--- src/rtl/axi_pkg.sv ---
// axi_pkg: AXI4 encodings shared by the write-burst master and its peers.
//   BURST_*  : awburst/arburst encodings
//   RESP_*   : bresp/rresp encodings
package axi_pkg;

    localparam logic [1:0] BURST_FIXED = 2'b00;
    localparam logic [1:0] BURST_INCR  = 2'b01;
    localparam logic [1:0] BURST_WRAP  = 2'b10;

    localparam logic [1:0] RESP_OKAY   = 2'b00;
    localparam logic [1:0] RESP_EXOKAY = 2'b01;
    localparam logic [1:0] RESP_SLVERR = 2'b10;
    localparam logic [1:0] RESP_DECERR = 2'b11;

endpackage

--- src/rtl/m_axi_wr_burst.sv ---
// m_axi_wr_burst: AXI4 write-burst master. Accepts one {addr,len,burst}
// command plus a local beat stream and issues it as a single AW/W/B
// transaction; one transaction in flight at a time.
//   cmd_*      : command handshake (cmd_ready registered, high only in IDLE)
//   wr_*       : local beat stream, passed straight through to W channel
//   done       : 1-cycle completion pulse, done_resp valid with it
//   m_axi_aw*  : address channel, fields latched at command accept
//   m_axi_w*   : data channel, only driven after the AW handshake
//   m_axi_b*   : response channel, bready only while waiting for B
module m_axi_wr_burst
    import axi_pkg::*;
#(
    parameter int                     ID_WIDTH   = 1,
    parameter int                     ADDR_WIDTH = 32,
    parameter int                     DATA_WIDTH = 32,
    parameter logic [ID_WIDTH-1:0]    AXI_ID     = '0
) (
    input  logic                      m_axi_aclk,
    input  logic                      m_axi_areset,
    input  logic                      cmd_valid,
    output logic                      cmd_ready,
    input  logic [ADDR_WIDTH-1:0]     cmd_addr,
    input  logic [7:0]                cmd_len,
    input  logic                      cmd_incr,
    input  logic                      wr_valid,
    output logic                      wr_ready,
    input  logic [DATA_WIDTH-1:0]     wr_data,
    input  logic [DATA_WIDTH/8-1:0]   wr_strb,
    output logic                      done,
    output logic [1:0]                done_resp,
    output logic [ID_WIDTH-1:0]       m_axi_awid,
    output logic [ADDR_WIDTH-1:0]     m_axi_awaddr,
    output logic [7:0]                m_axi_awlen,
    output logic [2:0]                m_axi_awsize,
    output logic [1:0]                m_axi_awburst,
    output logic                      m_axi_awvalid,
    input  logic                      m_axi_awready,
    output logic [DATA_WIDTH-1:0]     m_axi_wdata,
    output logic [DATA_WIDTH/8-1:0]   m_axi_wstrb,
    output logic                      m_axi_wlast,
    output logic                      m_axi_wvalid,
    input  logic                      m_axi_wready,
    input  logic [ID_WIDTH-1:0]       m_axi_bid,
    input  logic [1:0]                m_axi_bresp,
    input  logic                      m_axi_bvalid,
    output logic                      m_axi_bready
);

    localparam int ADDR_LSB = $clog2(DATA_WIDTH/8);
    // Mask of the sub-beat address bits, forced to zero on the bus.
    localparam logic [ADDR_WIDTH-1:0] LSB_MASK =
        ADDR_WIDTH'((64'd1 << ADDR_LSB) - 64'd1);

    typedef enum logic [1:0] {IDLE, AW, W_DATA, W_RESP} state_t;

    state_t                  state, state_next;
    logic [7:0]              cnt;
    logic [7:0]              awlen_q;
    logic [ADDR_WIDTH-1:0]   awaddr_q;
    logic                    incr_q;
    logic                    cmd_ready_q;
    logic                    cmd_fire;
    logic                    aw_fire;
    logic                    beat_fire;
    logic                    last_beat;

    assign cmd_fire  = cmd_valid && cmd_ready_q;
    assign aw_fire   = (state == AW) && m_axi_awready;
    assign last_beat = (state == W_DATA) && (cnt == awlen_q);
    assign beat_fire = m_axi_wvalid && m_axi_wready;

    always_comb begin
        state_next = state;
        case (state)
            IDLE:    if (cmd_fire)                 state_next = AW;
            AW:      if (aw_fire)                  state_next = W_DATA;
            W_DATA:  if (beat_fire && last_beat)   state_next = W_RESP;
            W_RESP:  if (m_axi_bvalid)             state_next = IDLE;
            default:                               state_next = IDLE;
        endcase
    end

    always_ff @(posedge m_axi_aclk or posedge m_axi_areset) begin
        if (m_axi_areset) begin
            state       <= IDLE;
            cnt         <= '0;
            awlen_q     <= '0;
            awaddr_q    <= '0;
            incr_q      <= 1'b0;
            cmd_ready_q <= 1'b0;
        end else begin
            state       <= state_next;
            // Registered ready: follows the state we are about to enter, so
            // a command held through W_RESP is taken on the first IDLE cycle.
            cmd_ready_q <= (state_next == IDLE);
            if (cmd_fire) begin
                awaddr_q <= cmd_addr & ~LSB_MASK;
                awlen_q  <= cmd_len;
                incr_q   <= cmd_incr;
            end
            if (beat_fire)
                cnt <= last_beat ? 8'd0 : cnt + 8'd1;
        end
    end

    // Response: a mismatched bid means the response is not ours; report it
    // as a slave error rather than trusting the bresp that came with it.
    assign done      = (state == W_RESP) && m_axi_bvalid;
    assign done_resp = !done                  ? RESP_OKAY :
                       (m_axi_bid != AXI_ID)  ? RESP_SLVERR : m_axi_bresp;

    assign cmd_ready     = cmd_ready_q;
    assign m_axi_awid    = AXI_ID;
    assign m_axi_awaddr  = awaddr_q;
    assign m_axi_awlen   = awlen_q;
    assign m_axi_awsize  = 3'(ADDR_LSB);
    assign m_axi_awburst = incr_q ? BURST_INCR : BURST_FIXED;
    assign m_axi_awvalid = (state == AW);

    // W is gated on W_DATA so no beat can precede the AW handshake.
    assign m_axi_wdata   = wr_data;
    assign m_axi_wstrb   = wr_strb;
    assign m_axi_wvalid  = wr_valid && (state == W_DATA);
    assign m_axi_wlast   = last_beat;
    assign wr_ready      = m_axi_wready && (state == W_DATA);

    assign m_axi_bready  = (state == W_RESP);

endmodule
--- config.mk ---
export PLATFORM = sky130hd
export DESIGN_NAME = m_axi_wr_burst
export DESIGN_NICKNAME = d
export VERILOG_FILES = /design/src/rtl/axi_pkg.sv /design/src/rtl/m_axi_wr_burst.sv
export SDC_FILE = /design/constraint.sdc
export NUM_CORES = 1
export LEC_CHECK = 0
export ABC_AREA = 1
export BUFFER_PORTS_ARGS = -buffer_cell sky130_fd_sc_hd__buf_2
export CAP_MARGIN = 20
export CORE_MARGIN = 5
export CORE_UTILIZATION = 31
export DETAILED_ROUTE_END_ITERATION = 8
export GPL_TIMING_DRIVEN = 0
export RECOVER_POWER = 25
export SYNTH_ARGS = -nofsm -noshare
export SYNTH_HDL_FRONTEND = slang
export SYNTH_SLANG_ARGS = --single-unit
--- constraint.sdc ---
create_clock -name m_axi_aclk -period 3.6 [get_ports m_axi_aclk]
set_input_delay 0 -clock m_axi_aclk [delete_from_list [all_inputs] [get_ports m_axi_aclk]]
set_output_delay 0 -clock m_axi_aclk [all_outputs]
set_load 0.02 [all_outputs]
* Word level (Yosys, flattened, before mapping) *
Cells that the tools add are included.

word-level totals
  output and inout bits = 91
  register bits = 50
  input bits = 87
  logic and storage cells = 30

cells by class
  reductions and logical operators = 10
  $add $sub $neg = 1
  muxes and demuxes = 9
  equal/unequal tests = 4

operators with widths
  operator                                              count
  2-to-1 mux 2 bit                                      6
  adder 8 x 1 -> 8 bit (second input constant)          1
  equality test 8 bit                                   1
  logical AND 1 bit                                     8
  2-to-1 mux 8 bit                                      1
  one-hot mux 2 bit (4 select lines)                    1
  equality test 2 bit (second input constant)           2
  zero test 2 bit                                       2
  equality test 2 x 1 -> 1 bit (second input constant)  1
  2-to-1 mux 1 bit                                      1

* Logic depth before layout (Yosys ltp) *
  depth in word-level cells = 7
  gate-level depth with buffers = 10
  gate-level depth less buffers = 9

* Worst setup path before layout *
No wires, ideal clock.

  kind = reg-to-output
  start point = reg awlen_q[7] (netlist: m_axi_awlen[7])
  end point = out m_axi_wlast
  buffers on the path = 0
  cell stages (with the launch flop) = 7
  arrival = 1446 ps
  required time = 3600 ps
  setup slack = 2154 ps
  cells stage by stage = dfrtp_1 > inv_1 > nand2_1 > inv_1 > nor2_1 > nand4_1 > nor4_1

between the ends
  longest elaborated chain between the ends = 2

RTL lines
  item                    line                  source
  from (decl)             m_axi_wr_burst.sv:58  logic [7:0] awlen_q;
  from (signal assigned)  m_axi_wr_burst.sv:98  awlen_q <= cmd_len;
  equality test 8 bit     m_axi_wr_burst.sv:69  assign last_beat = (state == W_DATA) && (cnt == awlen_q);
  logical AND 1 bit       m_axi_wr_burst.sv:69
  to (decl)               m_axi_wr_burst.sv:40  output logic m_axi_wlast,

Every way passes these cells.

* Final worst setup path *
  start point = reg cnt[2]
  end point = out m_axi_wlast

between the ends
  longest elaborated chain between the ends = 2

RTL lines
  item                    line                   source
  from (decl)             m_axi_wr_burst.sv:57   logic [7:0] cnt;
  from (signal assigned)  m_axi_wr_burst.sv:102  cnt <= last_beat ? 8'd0 : cnt + 8'd1;
  equality test 8 bit     m_axi_wr_burst.sv:69
  logical AND 1 bit       m_axi_wr_burst.sv:69

Every way passes these cells.

==> impl_metrics.toml <==
[timing]
worstMarginPinSlew_ps = 1010
final.setup.tns_ps = 0
maxSlewHeadroom = 0.326
rsz0062_at_grt = "no"
fin_skew_ps = 12.1
hold_viol_final = 0
maxSlewViolCount = 0
setup_viol = 0
min_period_over_period = 0.455
max_freq_ghz = 0.610
period_minus_slack_ps = 1640

[routing]
drc = 0
vias_per_cell = 4.27
ant_nets = 0
dr.pass1.iters = 4
post_drt_wl_per_cell_um = 12.9
vias = 2424
dr.first_iter.drc_count = 42
routed_wirelength_mm = 7.32

[synth]
synth_top_area_cell = "dfrtp_1"
synth_top_cell_area_share = 0.475
ys_types = 26
synthCells = 277
synth_area_um2 = 2630
synth_warnings = 0
synth_area_per_cell_um2 = 9.50
synthTopCellsByArea = "dfrtp_1 (48%), mux2_2 (14%), buf_4 (13%)"
seq_area_frac_synth = 0.475
ys_seq_elements = 50

[global_routing]
grt_util_all_layers = 0.134
antenna_found_initial = 0
grt_max_degree = 27
grt_pass1_wl_mm = 11.1
grt_remaining_overflow = 0
grt_pass1_vias = 2452

[worst_setup_path]
slowest_stage = "dfrtp_1"
critPathMaxFanout = 5
crit_arrival_ps = 1640
cp-start-kind = "register"
path_class = "register to primary output"
cp-end-kind = "primary output"
path_cells = "xnor2_1, nand3_1, nor4_1, buf_2"
slowest_delay_ps = 450
cp_data_required_time_ps = 3600

[final_layout]
fillers = 817
final_util = 0.476
syn_to_final_growth_pct = 49.3
multi_input_area_um2 = 910
drive_gt1_frac = 0.415
stdcell_count = 568
layout_commonest_cell = "buf_2"
final_nets = 550
n_antenna_cell = 0
layout_common_cells = "buf_2 (101), dfrtp_1 (50), buf_4 (44)"
regArea_um2 = 1250

[pwr]
p_per_area_nw_per_um2 = 721
finalPower_w = 0.00284
leakagePower_nw = 2.07
vdd_drop_max_uv = 445

[worst_hold_path]
hold_path_class = "primary input to register"

[flow_run]
drv_cap = 0

[cts]
clock_path_buffers = 2
insertion_delay_ps = 310
postCtsSetupRepairBufs = 0
cts_sinks = 50
numCtsBuffers = 5
cts.clk_slew.worst_paths_ps = 90
htree_num_levels = 2
cts_tree = "yes"
cts-root-buf = "clkbuf_8"

[floorplanning]
io_pins = 178
fp.dieW_um = 102
design.core.area_um2 = 8260
die_h_um = 102
die-area_um2 = 10400
std_cell_rows = 33
start_util = 0.319

[outcome]
status = "completed"

[placement]
io_buffers = 132
dp_hpwl_mm = 5.45
gp_congestion = 0.813
dp.cells = 520
## through the flow
step / setup slack, ps / hold WS (ps) / instance area [µm²]
floorplan: 2150 / 79.8 / 2650
global placement: 1710 / 220 / 3440
detailed placement: 2090 / 92.8 / 3460
CTS: 1940 / 18.1 / 3980
global route: 1870 / 32.7 / 3930
finish: 1960 / 24.7 / 3930
## flip-flops by register name, summed over array words and instances, names as in the netlist
register and count:
cmd_ready 1, cnt 8, incr_q 1, m_axi_awaddr 30, m_axi_awlen 8, state 2
## cells by family after synthesis
family / after synthesis / share of synthesized area
and+or+nand+nor: 91 / 0.152
AOI/OAI and AO/OA: 14 / 0.0285
muxes: 32 / 0.137
DFF: 50 / 0.475
adders and majority gates: 1 / 0.00475
other: 2 / 0.00285
buffers and inverters: 83 / 0.186
xor gates and xnor gates: 4 / 0.0133
## area by class of cell
| type | instances | area share |
|---|---|---|
| plain buffers | 51 | 0.0942 |
| clock buffers | 5 | 0.0175 |
| clock inverters | 3 | 0.0111 |
| inverters | 32 | 0.0306 |
| multi-input cells | 149 | 0.231 |
| flip-flops and latches | 50 | 0.318 |
| well taps | 105 | 0.0334 |
| repair buffers | 173 | 0.264 |
## synthesized netlist by cell type
cell type and instances:
dfrtp_1 50, buf_4 44, nand2_1 37, mux2_2 32
inv_1 30, nor2_1 28, nand3_1 10, a21oi_1 8
nand4_1 7, buf_2 5, o21ai_0 4, nor3_1 3
xor2_1 3, and2_1 2, conb_1 2, inv_2 2
a21boi_1 1, a21o_1 1, buf_1 1, buf_6 1
ha_1 1, nand2_2 1, nor3_4 1, nor4_1 1
or2_2 1, xnor2_1 1
## what timing repair did
action	in CTS	in global routing
hold buffers	40	0
hold endpoints to repair	64	0
resized for setup	0	0
## per-layer routing
metal	share of wire	wire, µm	vias to the layer above	GRT usage
met3	0.14	1030	4	0.0457
met4	0.0077	56	0	0.0383
li1	-	-	1192	-
met5	0	0	-	0
met2	0.48	3480	132	0.241
met1	0.38	2750	1096	0.150
## worst paths after layout
path                                        startpoint                     endpoint  slack, ps  cells after the start
min                                       m_axi_bvalid           state[0]$_DFF_PP0_         20                      4
min in group asynchronous                 m_axi_areset  m_axi_awaddr[8]$_DFFE_PP0P_        480                      3
max reg2reg                        cmd_ready$_DFF_PP0_  m_axi_awaddr[6]$_DFFE_PP0P_       2100                      4
min reg2reg                m_axi_awaddr[5]$_DFFE_PP0P_  m_axi_awaddr[5]$_DFFE_PP0P_        510                      1
max in group asynchronous                 m_axi_areset   m_axi_awlen[4]$_DFFE_PP0P_       2450                      4
max                                 cnt[2]$_DFFE_PP0P_                  m_axi_wlast       1960                      4
## where the power goes
part	leakage (nW)	switching, W	total (W)	internal (W)
clock network	0.0585	0.000199	0.000407	0.000209
registers	0.583	0.000175	0.00101	0.000831
logic	1.43	0.000841	0.00142	0.000581
total	2.07	0.00122	0.00284	0.00162
## critical path, delay by kind of cell (launching register included)
family / cells / cell delay (ps)
flip-flops: 1 / 450
AND/OR/NAND/NOR: 2 / 430
XOR/XNOR: 1 / 230
buffers and inverters: 1 / 230
No activity file was read; power rests on OpenSTA's default activity.
